==> src/rtl/message_writer_if.sv <==
`default_nettype none
// ============================================================================
//  Module      : message_writer_if
//  Description : Byte-stream and memory-write bundle between a message source,
//                the message_writer and the message reader.
//  Revision    : 1.0  initial release
// ============================================================================
interface message_writer_if #(
    parameter int AW = 7
);
    logic          msg_valid;
    logic [7:0]    msg_byte;
    logic          msg_last;
    logic          msg_ready;
    logic          write_enable;
    logic [AW-1:0] write_address;
    logic [7:0]    write_data;
    logic [AW-1:0] msg_length;
    logic          load_done;
    logic          overflow;
    logic          read_complete;

    // Writer side
    modport slave (
        input  msg_valid,
        input  msg_byte,
        input  msg_last,
        input  read_complete,
        output msg_ready,
        output write_enable,
        output write_address,
        output write_data,
        output msg_length,
        output load_done,
        output overflow
    );

    // Source / memory / reader side
    modport master (
        output msg_valid,
        output msg_byte,
        output msg_last,
        output read_complete,
        input  msg_ready,
        input  write_enable,
        input  write_address,
        input  write_data,
        input  msg_length,
        input  load_done,
        input  overflow
    );
endinterface
`default_nettype wire

==> src/rtl/message_writer.sv <==
`default_nettype none
// ============================================================================
//  Module      : message_writer
//  Description : Loads a byte stream into message memory from address 0,
//                reports its length and holds it until the reader is done.
//  Revision    : 1.0  initial release
// ============================================================================
module message_writer #(
    parameter int MAX_MESSAGE_LENGTH = 55,
    parameter int AW                 = $clog2(MAX_MESSAGE_LENGTH) + 1
) (
    input  wire logic        clock,
    input  wire logic        reset,
    message_writer_if.slave  bus
);

    typedef enum logic [1:0] {
        IDLE = 2'd0,
        LOAD = 2'd1,
        DONE = 2'd2
    } state_t;

    localparam logic [AW-1:0] c_max_count = AW'(MAX_MESSAGE_LENGTH);

    state_t        r_state;
    state_t        w_state_next;
    logic [AW-1:0] r_count;
    logic [AW-1:0] w_count_next;
    logic [AW-1:0] w_count_inc;
    logic          r_overflow;
    logic          w_overflow_next;
    logic          r_msg_ready;
    logic          r_write_enable;
    logic [AW-1:0] r_write_address;
    logic [7:0]    r_write_data;
    logic          r_load_done;
    logic          w_accept;

    assign w_accept    = bus.msg_valid & r_msg_ready;
    assign w_count_inc = r_count + AW'(1);

    always_ff @(posedge clock or negedge reset) begin
        if (!reset) begin
            r_state <= IDLE;
        end else begin
            r_state <= w_state_next;
        end
    end

    always_comb begin
        w_state_next    = r_state;
        w_count_next    = r_count;
        w_overflow_next = r_overflow;
        case (r_state)
            IDLE, LOAD: begin
                if (w_accept) begin
                    w_count_next = w_count_inc;
                    if (bus.msg_last) begin
                        w_state_next = DONE;
                    end else if (w_count_inc == c_max_count) begin
                        // Buffer full without a last byte: truncate the message
                        w_state_next    = DONE;
                        w_overflow_next = 1'b1;
                    end else begin
                        w_state_next = LOAD;
                    end
                end
            end
            DONE: begin
                if (bus.read_complete) begin
                    w_state_next    = IDLE;
                    w_count_next    = '0;
                    w_overflow_next = 1'b0;
                end
            end
            default: begin
                w_state_next    = IDLE;
                w_count_next    = '0;
                w_overflow_next = 1'b0;
            end
        endcase
    end

    // Outputs are registered from the next-state values so ready/done track the state
    always_ff @(posedge clock or negedge reset) begin
        if (!reset) begin
            r_count         <= '0;
            r_overflow      <= 1'b0;
            r_msg_ready     <= 1'b0;
            r_load_done     <= 1'b0;
            r_write_enable  <= 1'b0;
            r_write_address <= '0;
            r_write_data    <= '0;
        end else begin
            r_count        <= w_count_next;
            r_overflow     <= w_overflow_next;
            r_msg_ready    <= (w_state_next != DONE);
            r_load_done    <= (w_state_next == DONE);
            r_write_enable <= w_accept;
            if (w_accept) begin
                r_write_address <= r_count;
                r_write_data    <= bus.msg_byte;
            end
        end
    end

    assign bus.msg_ready     = r_msg_ready;
    assign bus.write_enable  = r_write_enable;
    assign bus.write_address = r_write_address;
    assign bus.write_data    = r_write_data;
    assign bus.msg_length    = r_count;
    assign bus.load_done     = r_load_done;
    assign bus.overflow      = r_overflow;

endmodule
`default_nettype wire

==> src/flat_wrapper.sv <==
// flat-port wrapper written by rule: the top's interface ports become plain ports
module message_writer_flat 
#(
    parameter int MAX_MESSAGE_LENGTH = 55,
    parameter int AW                 = $clog2(MAX_MESSAGE_LENGTH) + 1
)
  (clock, reset, bus_msg_valid, bus_msg_byte, bus_msg_last, bus_read_complete, bus_msg_ready, bus_write_enable, bus_write_address, bus_write_data, bus_msg_length, bus_load_done, bus_overflow);
  message_writer_if #(.AW(AW)) bus_i ();
  input  wire logic clock;
  input  wire logic reset;
  input wire logic [$bits(bus_i.msg_valid)-1:0] bus_msg_valid;
  input wire logic [$bits(bus_i.msg_byte)-1:0] bus_msg_byte;
  input wire logic [$bits(bus_i.msg_last)-1:0] bus_msg_last;
  input wire logic [$bits(bus_i.read_complete)-1:0] bus_read_complete;
  output wire logic [$bits(bus_i.msg_ready)-1:0] bus_msg_ready;
  output wire logic [$bits(bus_i.write_enable)-1:0] bus_write_enable;
  output wire logic [$bits(bus_i.write_address)-1:0] bus_write_address;
  output wire logic [$bits(bus_i.write_data)-1:0] bus_write_data;
  output wire logic [$bits(bus_i.msg_length)-1:0] bus_msg_length;
  output wire logic [$bits(bus_i.load_done)-1:0] bus_load_done;
  output wire logic [$bits(bus_i.overflow)-1:0] bus_overflow;
  assign bus_i.msg_valid = bus_msg_valid;
  assign bus_i.msg_byte = bus_msg_byte;
  assign bus_i.msg_last = bus_msg_last;
  assign bus_i.read_complete = bus_read_complete;
  assign bus_msg_ready = bus_i.msg_ready;
  assign bus_write_enable = bus_i.write_enable;
  assign bus_write_address = bus_i.write_address;
  assign bus_write_data = bus_i.write_data;
  assign bus_msg_length = bus_i.msg_length;
  assign bus_load_done = bus_i.load_done;
  assign bus_overflow = bus_i.overflow;
  message_writer #(.MAX_MESSAGE_LENGTH(MAX_MESSAGE_LENGTH), .AW(AW)) u_core (.clock(clock), .reset(reset), .bus(bus_i));
endmodule
==> config.mk <==
export PLATFORM = sky130hd
export DESIGN_NAME = message_writer_flat
export DESIGN_NICKNAME = d
export VERILOG_FILES = /design/src/rtl/message_writer_if.sv /design/src/rtl/message_writer.sv /design/src/flat_wrapper.sv
export SDC_FILE = /design/constraint.sdc
export NUM_CORES = 1
export LEC_CHECK = 0
export CORE_UTILIZATION = 30
export CTS_CLUSTER_DIAMETER = 60
export DETAILED_ROUTE_END_ITERATION = 10
export HOLD_SLACK_MARGIN = 0.05
export SLEW_MARGIN = 10
export SYNTH_ARGS = -nofsm -noshare
export SYNTH_HDL_FRONTEND = slang
export SYNTH_SLANG_ARGS = --single-unit
==> constraint.sdc <==
create_clock -name clock -period 3.2 [get_ports clock]
set_clock_uncertainty 0.1 [all_clocks]
set_input_delay 0.48 -clock clock [delete_from_list [all_inputs] [get_ports clock]]
set_output_delay 0.48 -clock clock [all_outputs]
set_load 0.01 [all_outputs]
==> results of run 1 <==
==> area by class of cell <==
cell class              count  area, µm²  area share, %
multi-input cells          74      551.8          31.43
repair buffers             39      387.9          22.10
inverters                   3      11.26         0.6415
flip-flops and latches     28      700.7          39.91
well taps                  50      62.56          3.564
clock buffers               3      41.29          2.352
==> kinds of logic (layout without fill, tap and decap cells) <==
| family | count (synthesis) | count (layout) | share of synthesized area (%) |
|---|---|---|---|
| AO/OA/AOI/OAI | 27 | 27 | 14.51 |
| XOR/XNOR | 2 | 2 | 1.363 |
| adder cells (fa/ha/maj) | 2 | 2 | 1.947 |
| buffers and inverters | 6 | 45 | 2.532 |
| flip-flops | 28 | 28 | 54.53 |
| multiplexers | 14 | 14 | 12.27 |
| AND/OR/NAND/NOR | 29 | 29 | 12.85 |
==> path summary, 6_finish.rpt <==
kind                                                   from                          end  slack, ns  cells after the start
worst max-delay path               u_core.bus.msg_length[3]            bus_msg_length[3]       1.18                      1
worst min-delay path            u_core.bus.write_address[0]  u_core.bus.write_address[0]       0.39                      2
worst max register to register     u_core.bus.msg_length[0]          u_core.bus.overflow       1.20                      5
worst min register to register  u_core.bus.write_address[0]  u_core.bus.write_address[0]       0.39                      2
max in group asynchronous                             reset  u_core.bus.write_address[5]       2.25                      2
min in group asynchronous                             reset  u_core.bus.write_address[4]       0.48                      2
==> layout by cell type (no fill, tap or decap), drive strengths merged, types with 2 or more instances in the layout <==
cell type and count:
clkdlybuf4s50 38, nand2b 4, inv 3, a21oi 2, and3b 2, xor2 2
o21a 2, or3 2, mux2 14, a21o 2, ha 2, nand2 10
o21ai 13, clkbuf 3, dfrtp 28, nand3 2, nor3 2, nor2 2
a21boi 2
==> routing by layer <==
layer	up-vias	global-route usage (%)
met1	478	15.72
li1	467	-
met5	-	0
met4	0	1.862
met3	2	4.730
met2	37	24.25
==> power groups by stage <==
stage               Clock (W)  Combinational, W  Sequential, W
finish               0.000184          0.000328       0.000489
global route         0.000209          0.000361       0.000502
CTS                  0.000196          0.000334       0.000488
detailed placement          0          0.000332       0.000495
global placement            0          0.000326       0.000488
floorplan                   0          0.000149       0.000498
==> sequential cells by signal, summed over array words and instances (netlist names) <==
name / flops
u_core.r_state: 2
u_core.bus.load_done: 1
u_core.bus.write_address: 7
u_core.bus.write_enable: 1
u_core.bus.write_data: 8
u_core.bus.overflow: 1
u_core.bus.msg_ready: 1
u_core.bus.msg_length: 7
==> metrics by stage <==
stage / power [W] / hold slack, ns / cell area [µm²] / std cells / util, %
floorplan: 0.0006475 / 0.08441 / 1285 / 108 / -
global placement: 0.0008144 / 0.3652 / 1714 / 194 / 42.24
detailed placement: 0.0008268 / 0.3718 / 1714 / 194 / 42.24
CTS: 0.001018 / 0.3943 / 1755 / 197 / 43.26
global route: 0.001072 / 0.4337 / 1755 / 197 / 43.26
finish: 0.001001 / 0.3867 / 1755 / 197 / 43.26
==> impl_metrics.csv, run 1 <==
group,metric,value,unit
routing,ant_nets,0,
routing,avgRoutedWirePerCell,13.88,µm
routing,routed-wl-met3,189,µm
timing,measured_slew_at_the_worst_slew_check_pin,0.4625,ns
timing,tns,0,ns
yosys,synth_top_cell_by_area,"dfrtp_1",
grt,grt_overflow,0,
worst_setup_path,cp_slowest_cell,"clkdlybuf4s50_1",
yosys,synth-warning-count,0,
timing,timing.max_slew.rel_slack,69.09,%
yosys,syn_nets,123,
routing,routed.top_layer,"met4",
routing,met1Wirelength,1183,µm
cts,cts.reportedPaths.clkPinSlew,0.09,ns
place,placement.setup.worst_slack,0.8712,ns
timing,setup_viol,0,
routing,drt_pre_antenna_iters,4,
die,placeable_core_region,4058,µm²
layout,antenna_cells,0,
pwr,power.net_switching,0.0003077,W
yosys,post-synth-top-count-cell,"dfrtp_1",
pwr,fraction_of_power_spent_switching_nets,30.74,%
yosys,number_of_synthesized_register_bits,28,
worst_setup_path,critPathCaptureType,"output pin",
yosys,yosys-top-cells-count,"28 x dfrtp_1, 14 x mux2_2, 11 x o21ai_0",
place,port_buffer_count,38,
yosys,synthTopCellsByArea,"dfrtp_1 55%, mux2_2 12%, o21ai_0 4.3%",
yosys,synth-edff-count,0,
job,max-cap-violations,0,
grt,antenna_found_initial,0,
grt,grt_pass1_wl,4588,µm
cts,root_buffer,"clkbuf_8",
yosys,mapped_cells,108,
die,io-pin-count,39,
routing,via_per_inst,4.995,
die,die_width,67.45,µm
pwr,maximum_resistive_drop_on_vdd,0.3931,mV
routing,wl_met2,1345,µm
pwr,power.combinational.fraction,32.8,%
worst_setup_path,critical_path_peak_fanout,11,
yosys,count_of_distinct_cell_types_in_the_synthesized_netlist,34,
layout,finalNetCount,164,
timing,period_minus_slack,2.022,ns
place,final_wtd_congestion,0.7278,
yosys,synth_area_per_cell,11.90,µm²
status,status,"completed",
cts,clock_tree_from_tritoncts,"yes",
die,rows,23,
pwr,leakagePower,0.7352,nW
worst_setup_path,timing.critical_path.cells,"clkdlybuf4s50_1",
cts,cts_buffers,3,
worst_setup_path,critPathRequiredTime,2.62,ns
yosys,yosys_most_used_dff,"dfrtp_1",
yosys,netlist_area,1285,µm²
routing,finalWirelength,2734,µm
pwr,power_frac_seq,48.8,%
place,hpwl_after_dpl,2003,µm
worst_setup_path,worst_path_largest_cell_delay,0.61,ns
yosys,seq_area_frac_synth,54.53,%
cts,post_cts_hold_buffer_count,0,
timing,hold_violations,0,
layout,growth_of_design_area_from_synthesis_to_finish,36.61,%
worst_setup_path,worst_path_dominant_cell_family,"buffers and inverters",
timing,final.setup.worst_slack,1.178,ns
routing,drc,0,
die,floorplan.initialDensity,31.67,%
routing,dr_iter_0_viols,31,
timing,timing.final.crit_share,63.18,%
hold_path,hold_class,"reg -> reg",
routing,detailroute.via_count,984,
yosys,yosysTopAreaCellShare,54.53,%
cts,clockBufferDepth,2,
cts,cts-resized-gates,0,
grt,grt_start_max_net_pins,29,
worst_setup_path,timing.critical_path.from_type,"flop",
die,fp.dieArea,4549,µm²
cts,sinks_on_clock_net,28,
timing,max_freq,494.6,MHz
yosys,async_set_reset_flop_share_out_of_synthesis,100.0,%
cts,cts_setup_buffers,0,
cts,maximum_level_of_the_cts_h_tree,1,
timing,rsz0062_at_grt,"no",
layout,num-fill-cells,377,
grt,first_global_vias,1017,
pwr,internal_power,0.0006933,W
pwr,p_per_area,570.2,nW/µm²
die,dieHeight,67.45,µm
timing,timing_max_transition_violations_final,0,
worst_setup_path,cp_num_buf_inv,1,
worst_setup_path,arrival,1.44,ns
pwr,clkPwrFrac,18.4,%
grt,grt_use_total,13.52,%
layout,drive_above_1_share,16.33,%
worst_setup_path,crit_type,"reg -> out",
cts,clk-insertion-delay-late,0.27,ns
Note: power is estimated with default switching activity, not from simulation.
==> run 2: changes to the inputs <==
==> constraint.sdc (replaced) <==
create_clock -name clock -period 1.8 [get_ports clock]
set_clock_uncertainty 0.1 [all_clocks]
set_input_delay 0.27 -clock clock [delete_from_list [all_inputs] [get_ports clock]]
set_output_delay 0.27 -clock clock [all_outputs]
set_load 0.01 [all_outputs]
==> run 2 against run 1 <==
Effect of this change: core utilization grew 3.1 points; clock-buffer cell count is the same; routed wire length rose by 8.9%; cell count is 3.6% higher; sequential share of layout area shrank 2.4 points; flip-flop and latch count stayed put; clock power increased to 2.7 times the previous value; worst hold slack got worse by 0.12 ns; register-to-register slack worse by 1.1 ns; first-iteration DRC count is 23% lower; power grew 100%; largest cell class unchanged.
==> impl_metrics.csv, run 2 (synthesized netlist as in run 1, its figures left out) <==
group,metric,value,unit
status,status,"completed",
cts,sinks_on_clock_net,28,
routing,detailroute.via_count,1025,
worst_setup_path,timing.critical_path.cells,"buf_4, ha_1, nand2b_1, nor4_4, o311ai_4, o21a_1",
layout,antenna_cells,0,
place,port_buffer_count,38,
pwr,internal_power,0.001428,W
die,io-pin-count,39,
pwr,power_frac_seq,41.5,%
worst_setup_path,timing.critical_path.from_type,"flop",
grt,grt_use_total,14.58,%
worst_setup_path,critPathCaptureType,"flop",
grt,grt_pass1_wl,4919,µm
layout,finish.instance_area,1881,µm²
job,max-cap-violations,0,
pwr,power.combinational.fraction,34.1,%
cts,root_buffer,"clkbuf_8",
worst_setup_path,cp_slowest_cell,"dfrtp_1",
timing,timing.max_slew.rel_slack,72.97,%
die,rows,23,
layout,num-fill-cells,353,
timing,measured_slew_at_the_worst_slew_check_pin,0.4018,ns
layout,growth_of_design_area_from_synthesis_to_finish,46.35,%
grt,antenna_found_initial,0,
worst_setup_path,cp_num_buf_inv,1,
die,die_width,67.45,µm
worst_setup_path,arrival,1.85,ns
pwr,maximum_resistive_drop_on_vdd,0.6524,mV
pwr,clkPwrFrac,24.4,%
timing,period_minus_slack,1.736,ns
grt,grt_overflow,0,
cts,cts_buffers,3,
die,floorplan.initialDensity,31.67,%
layout,drive_above_1_share,24.68,%
place,final_wtd_congestion,0.8280,
die,placeable_core_region,4058,µm²
cts,clockBufferDepth,2,
worst_setup_path,worst_path_largest_cell_delay,0.40,ns
layout,layout.cells.most_common,"clkdlybuf4s50_1",
cts,clock_tree_from_tritoncts,"yes",
worst_setup_path,path_depth,6,
routing,via_per_inst,5.025,
pwr,fraction_of_power_spent_switching_nets,28.98,%
place,detailed_place.area,1764,µm²
grt,first_global_vias,1066,
timing,hold_violations,0,
grt,grt_start_max_net_pins,29,
worst_setup_path,r2r-start,"u_core.bus.msg_length[1]",
layout,finalNetCount,170,
pwr,leakagePower,0.7779,nW
hold_path,hold_class,"in -> async",
routing,ant_nets,0,
grt,grtUsageMet1,17.26,%
pwr,power.net_switching,0.0005827,W
worst_setup_path,critPathRequiredTime,1.92,ns
cts,clk-insertion-delay-late,0.27,ns
worst_setup_path,worst_r2r_endpoint,"u_core.bus.msg_ready",
pwr,p_per_area,1069,nW/µm²
routing,drt_pre_antenna_iters,4,
worst_setup_path,crit_type,"reg -> reg",
routing,finalWirelength,2978,µm
worst_setup_path,worst_reg2reg_path_length_in_cells,6,
grt,top_usage_layer,"met2",
layout,largest_reg_flops,8,
routing,avgRoutedWirePerCell,14.60,µm
timing,max_freq,576.0,MHz
die,dieHeight,67.45,µm
timing,holdWs,0.2701,ns
timing,setup_viol,0,
timing,timing_max_transition_violations_final,0,
die,fp.dieArea,4549,µm²
routing,drc,0,
grt,fraction_of_met2_tracks_used_by_global_routing,25.50,%
layout,finish.cell_count_without_fillers,204,
worst_setup_path,r2r_setup_slack,0.06,ns
cts,maximum_level_of_the_cts_h_tree,1,
timing,timing.final.crit_share,96.44,%
grt,met3_global_route_usage,5.068,%
place,placement.setup.worst_slack,-0.06938,ns
worst_setup_path,critical_path_peak_fanout,8,
timing,final.setup.worst_slack,0.06402,ns
worst_setup_path,worst_path_dominant_cell_family,"compound AO/OA/AOI/OAI gates",
layout,leading_cell_types_in_the_layout_fill_and_taps_excluded,"38 x clkdlybuf4s50_1, 24 x dfrtp_1, 14 x mux2_2",
routing,dr_iter_0_viols,24,
cts,cts.reportedPaths.clkPinSlew,0.09,ns
place,hpwl_after_dpl,2095,µm
place,post-place-cells,199,
-- run 2: cell type report --
type	count	area, µm²	share of cell area (%)
Tap cell	50	62.56	3.327
Timing Repair Buffer	45	445.4	23.69
Inverter	3	11.26	0.5988
Sequential cell	28	705.7	37.53
Multi-Input combinational cell	74	584.3	31.07
Clock buffer	3	41.29	2.196
Clock inverter	1	30.03	1.597
-- run 2: how the worst max path moves through the flow --
stage / to / start / slack (ns)
CTS: u_core.r_state[1] / u_core.bus.msg_length[1] / -0.007
detailed placement: u_core.bus.overflow / u_core.bus.msg_length[0] / -0.07
global route: u_core.bus.overflow / u_core.bus.msg_length[0] / -0.008
floorplan: u_core.bus.overflow / u_core.bus.msg_length[0] / 0.02
global placement: u_core.bus.overflow / u_core.bus.msg_length[0] / 0.02
finish: u_core.bus.msg_ready / u_core.bus.msg_length[1] / 0.06
-- run 2: timing repair --
action / in CTS / in global routing
hold buffers: 0 / 0
endpoints found under the setup margin: 4 / 8
pin swaps: 1 / 3
setup buffers: 0 / 1
resized for setup: 3 / 8
-- run 2: routing by layer --
metal,part of all wire [%],wire length [µm]
met4,0.57,17
met3,5.6,166
met5,0,0
met1,42,1248
met2,52,1546
-- run 2: stage by stage --
| step | total power (W) | TNS, ns | utilization, % |
|---|---|---|---|
| floorplan | 0.001151 | 0 | - |
| global placement | 0.001497 | 0 | 43.48 |
| detailed placement | 0.001519 | -0.1048 | 43.48 |
| CTS | 0.002021 | -0.01113 | 45.48 |
| global route | 0.002138 | -0.007842 | 46.35 |
| finish | 0.002011 | 0 | 46.35 |
-- run 2: power by group through the flow --
stage | Combinational, W | Clock [W] | Sequential (W)
finish | 0.000685 | 0.000491 | 0.000835
global route | 0.000750 | 0.000533 | 0.000855
floorplan | 0.000266 | 0 | 0.000885
detailed placement | 0.000674 | 0 | 0.000846
CTS | 0.000680 | 0.000504 | 0.000837
global placement | 0.000660 | 0 | 0.000837
==> run 3: changes to the inputs <==
--- a/config.mk
+++ b/config.mk
@@ -9,6 +9,7 @@
 export CTS_CLUSTER_DIAMETER = 60
 export DETAILED_ROUTE_END_ITERATION = 10
 export HOLD_SLACK_MARGIN = 0.05
+export PLACE_DENSITY = 0.57
 export SLEW_MARGIN = 10
 export SYNTH_ARGS = -nofsm -noshare
 export SYNTH_HDL_FRONTEND = slang
==> run 3 against run 2 <==
Effect of this change: worst setup slack got worse by 0.012 ns; critical path depth fell by 5; first-iteration DRC count rose by 21%; cell area fell by 1.5%; sequential share of layout area rose by 0.42 points; non-clock buffer count rose by 1; core utilization fell by 0.68 points; cell count did not move; die area did not move; routed wire length fell by 3.3%; global-route usage fell by 0.42 points; via count fell by 1.5%.
==> impl_metrics.csv, run 3 (synthesized netlist as in run 1, its figures left out) <==
group,metric,value,unit
hold_path,hold_class,"in -> async",
routing,ant_nets,0,
layout,growth_of_design_area_from_synthesis_to_finish,44.21,%
timing,period_minus_slack,1.748,ns
worst_setup_path,r2r_setup_slack,0.07,ns
pwr,p_per_area,1021,nW/µm²
timing,max_freq,572.0,MHz
routing,drt_pre_antenna_iters,4,
pwr,leakagePower,0.7697,nW
timing,timing.final.crit_share,97.13,%
place,final_wtd_congestion,0.8034,
timing,hold_violations,0,
worst_setup_path,timing.critical_path.from_type,"flop",
worst_setup_path,worst_path_dominant_cell_family,"buffers and inverters",
timing,tns,0,ns
routing,dr_iter_0_viols,29,
die,floorplan.initialDensity,31.67,%
grt,grt_pass1_wl,4816,µm
routing,drc,0,
timing,timing.max_slew.rel_slack,76.25,%
worst_setup_path,critical_path_peak_fanout,9,
place,post-place-cells,200,
die,placeable_core_region,4058,µm²
grt,antenna_found_initial,0,
worst_setup_path,cp_slowest_cell,"clkdlybuf4s50_1",
worst_setup_path,critPathRequiredTime,1.43,ns
cts,clk-insertion-delay-late,0.27,ns
routing,detailroute.via_count,1010,
pwr,maximum_resistive_drop_on_vdd,0.4015,mV
timing,setup_viol,0,
cts,maximum_level_of_the_cts_h_tree,1,
worst_setup_path,cp_num_buf_inv,1,
layout,leading_cell_types_in_the_layout_fill_and_taps_excluded,"38 x clkdlybuf4s50_1, 26 x dfrtp_1, 14 x mux2_2",
die,io-pin-count,39,
worst_setup_path,worst_path_largest_cell_delay,0.59,ns
layout,layout.cells.most_common,"clkdlybuf4s50_1",
routing,avgRoutedWirePerCell,14.11,µm
routing,via_per_inst,4.951,
place,hpwl_after_dpl,2081,µm
timing,timing_max_transition_violations_final,0,
worst_setup_path,arrival,1.38,ns
place,placement.setup.worst_slack,0.0006158,ns
cts,sinks_on_clock_net,28,
timing,holdWs,0.2752,ns
layout,antenna_cells,0,
die,rows,23,
layout,finalNetCount,171,
status,status,"completed",
job,max-cap-violations,0,
cts,cts_buffers,3,
cts,root_buffer,"clkbuf_8",
timing,final.setup.worst_slack,0.05169,ns
grt,grt_start_max_net_pins,29,
place,port_buffer_count,38,
cts,clock_tree_from_tritoncts,"yes",
die,dieHeight,67.45,µm
grt,grt_overflow,0,
routing,finalWirelength,2879,µm
layout,finish.cell_count_without_fillers,204,
layout,drive_above_1_share,24.03,%
layout,largest_reg_flops,8,
die,die_width,67.45,µm
die,fp.dieArea,4549,µm²
worst_setup_path,timing.critical_path.cells,"clkdlybuf4s50_1",
cts,clockBufferDepth,2,
grt,first_global_vias,1076,
worst_setup_path,crit_type,"reg -> out",
grt,grt_use_total,14.16,%
cts,cts.reportedPaths.clkPinSlew,0.09,ns
timing,measured_slew_at_the_worst_slew_check_pin,0.3535,ns
worst_setup_path,critPathCaptureType,"output pin",
==> run 3: cell types whose count changed in the layout (fill, tap and decap cells not counted) <==
cell / before / now
dfrtp_1: 24 / 26
dfrtp_2: 4 / 2
buf_6: 0 / 1
bufinv_16: 1 / 0
ha_1: 1 / 0
ha_4: 0 / 1
nor4_2: 0 / 1
nor4_4: 1 / 0
o21ai_0: 9 / 10
o21ai_1: 3 / 2
o311ai_2: 0 / 1
o311ai_4: 1 / 0
==> run 3: what timing repair did <==
| item | in CTS | in global routing |
|---|---|---|
| pin swaps | 1 | 2 |
| endpoints found under the setup margin | 5 | 6 |
| hold buffers | 0 | 0 |
| gates resized for setup | 2 | 7 |
| buffers inserted | 0 | 1 |
==> run 3: path summary, 6_finish.rpt <==
path,depth (start not counted),end,start
worst max-delay path,1,bus_msg_length[3],u_core.bus.msg_length[3]
worst min-delay path,2,u_core.bus.write_address[0],reset
worst max register to register,5,u_core.r_state[0],u_core.bus.msg_length[0]
worst min register to register,2,u_core.bus.write_address[0],u_core.bus.write_address[0]
max in group asynchronous,2,u_core.bus.msg_length[0],reset
min in group clock,2,u_core.bus.write_address[0],u_core.bus.write_address[0]
==> run 3: area by class of cell <==
type | instances | area (µm²)
fill | 364 | 2205
sequential | 28 | 703.2
multi-input combinational | 74 | 578.1
timing repair buffer | 46 | 456.7
tap | 50 | 62.56
clock buffer | 3 | 41.29
inverter | 3 | 11.26
==> run 3: metal layers <==
| layer | track usage [%] | up-vias | wire length (µm) |
|---|---|---|---|
| met5 | 0 | - | 0 |
| met4 | 5.053 | 0 | 30 |
| met3 | 3.547 | 4 | 175 |
| met2 | 26.38 | 37 | 1465 |
| met1 | 15.29 | 485 | 1207 |
| li1 | - | 484 | - |
==> run 3: per-stage QoR <==
step                      area, µm²  power (W)  util [%]
after detailed placement       1772   0.001538     43.66
after CTS                      1822   0.001889     44.90
after floorplan                1285   0.001151         -
final                          1853   0.001891     45.67
after global routing           1853   0.002015     45.67
after global placement         1772   0.001513     43.66
==> run 3: worst register-to-register path, cell delays in order (launching register included) <==
cell	delay, ns
dfrtp_2	0.44
buf_4	0.16
and3b_1	0.15
o32a_1	0.38
a32o_1	0.23
a21o_1	0.16
==> run 3: power by group <==
| part | switching [W] | total (W) | internal, W |
|---|---|---|---|
| Sequential | 0.0000987 | 0.000845 | 0.000746 |
| Clock | 0.000187 | 0.000337 | 0.000150 |
| Combinational | 0.000302 | 0.000709 | 0.000407 |
| Total | 0.000587 | 0.00189 | 0.00130 |
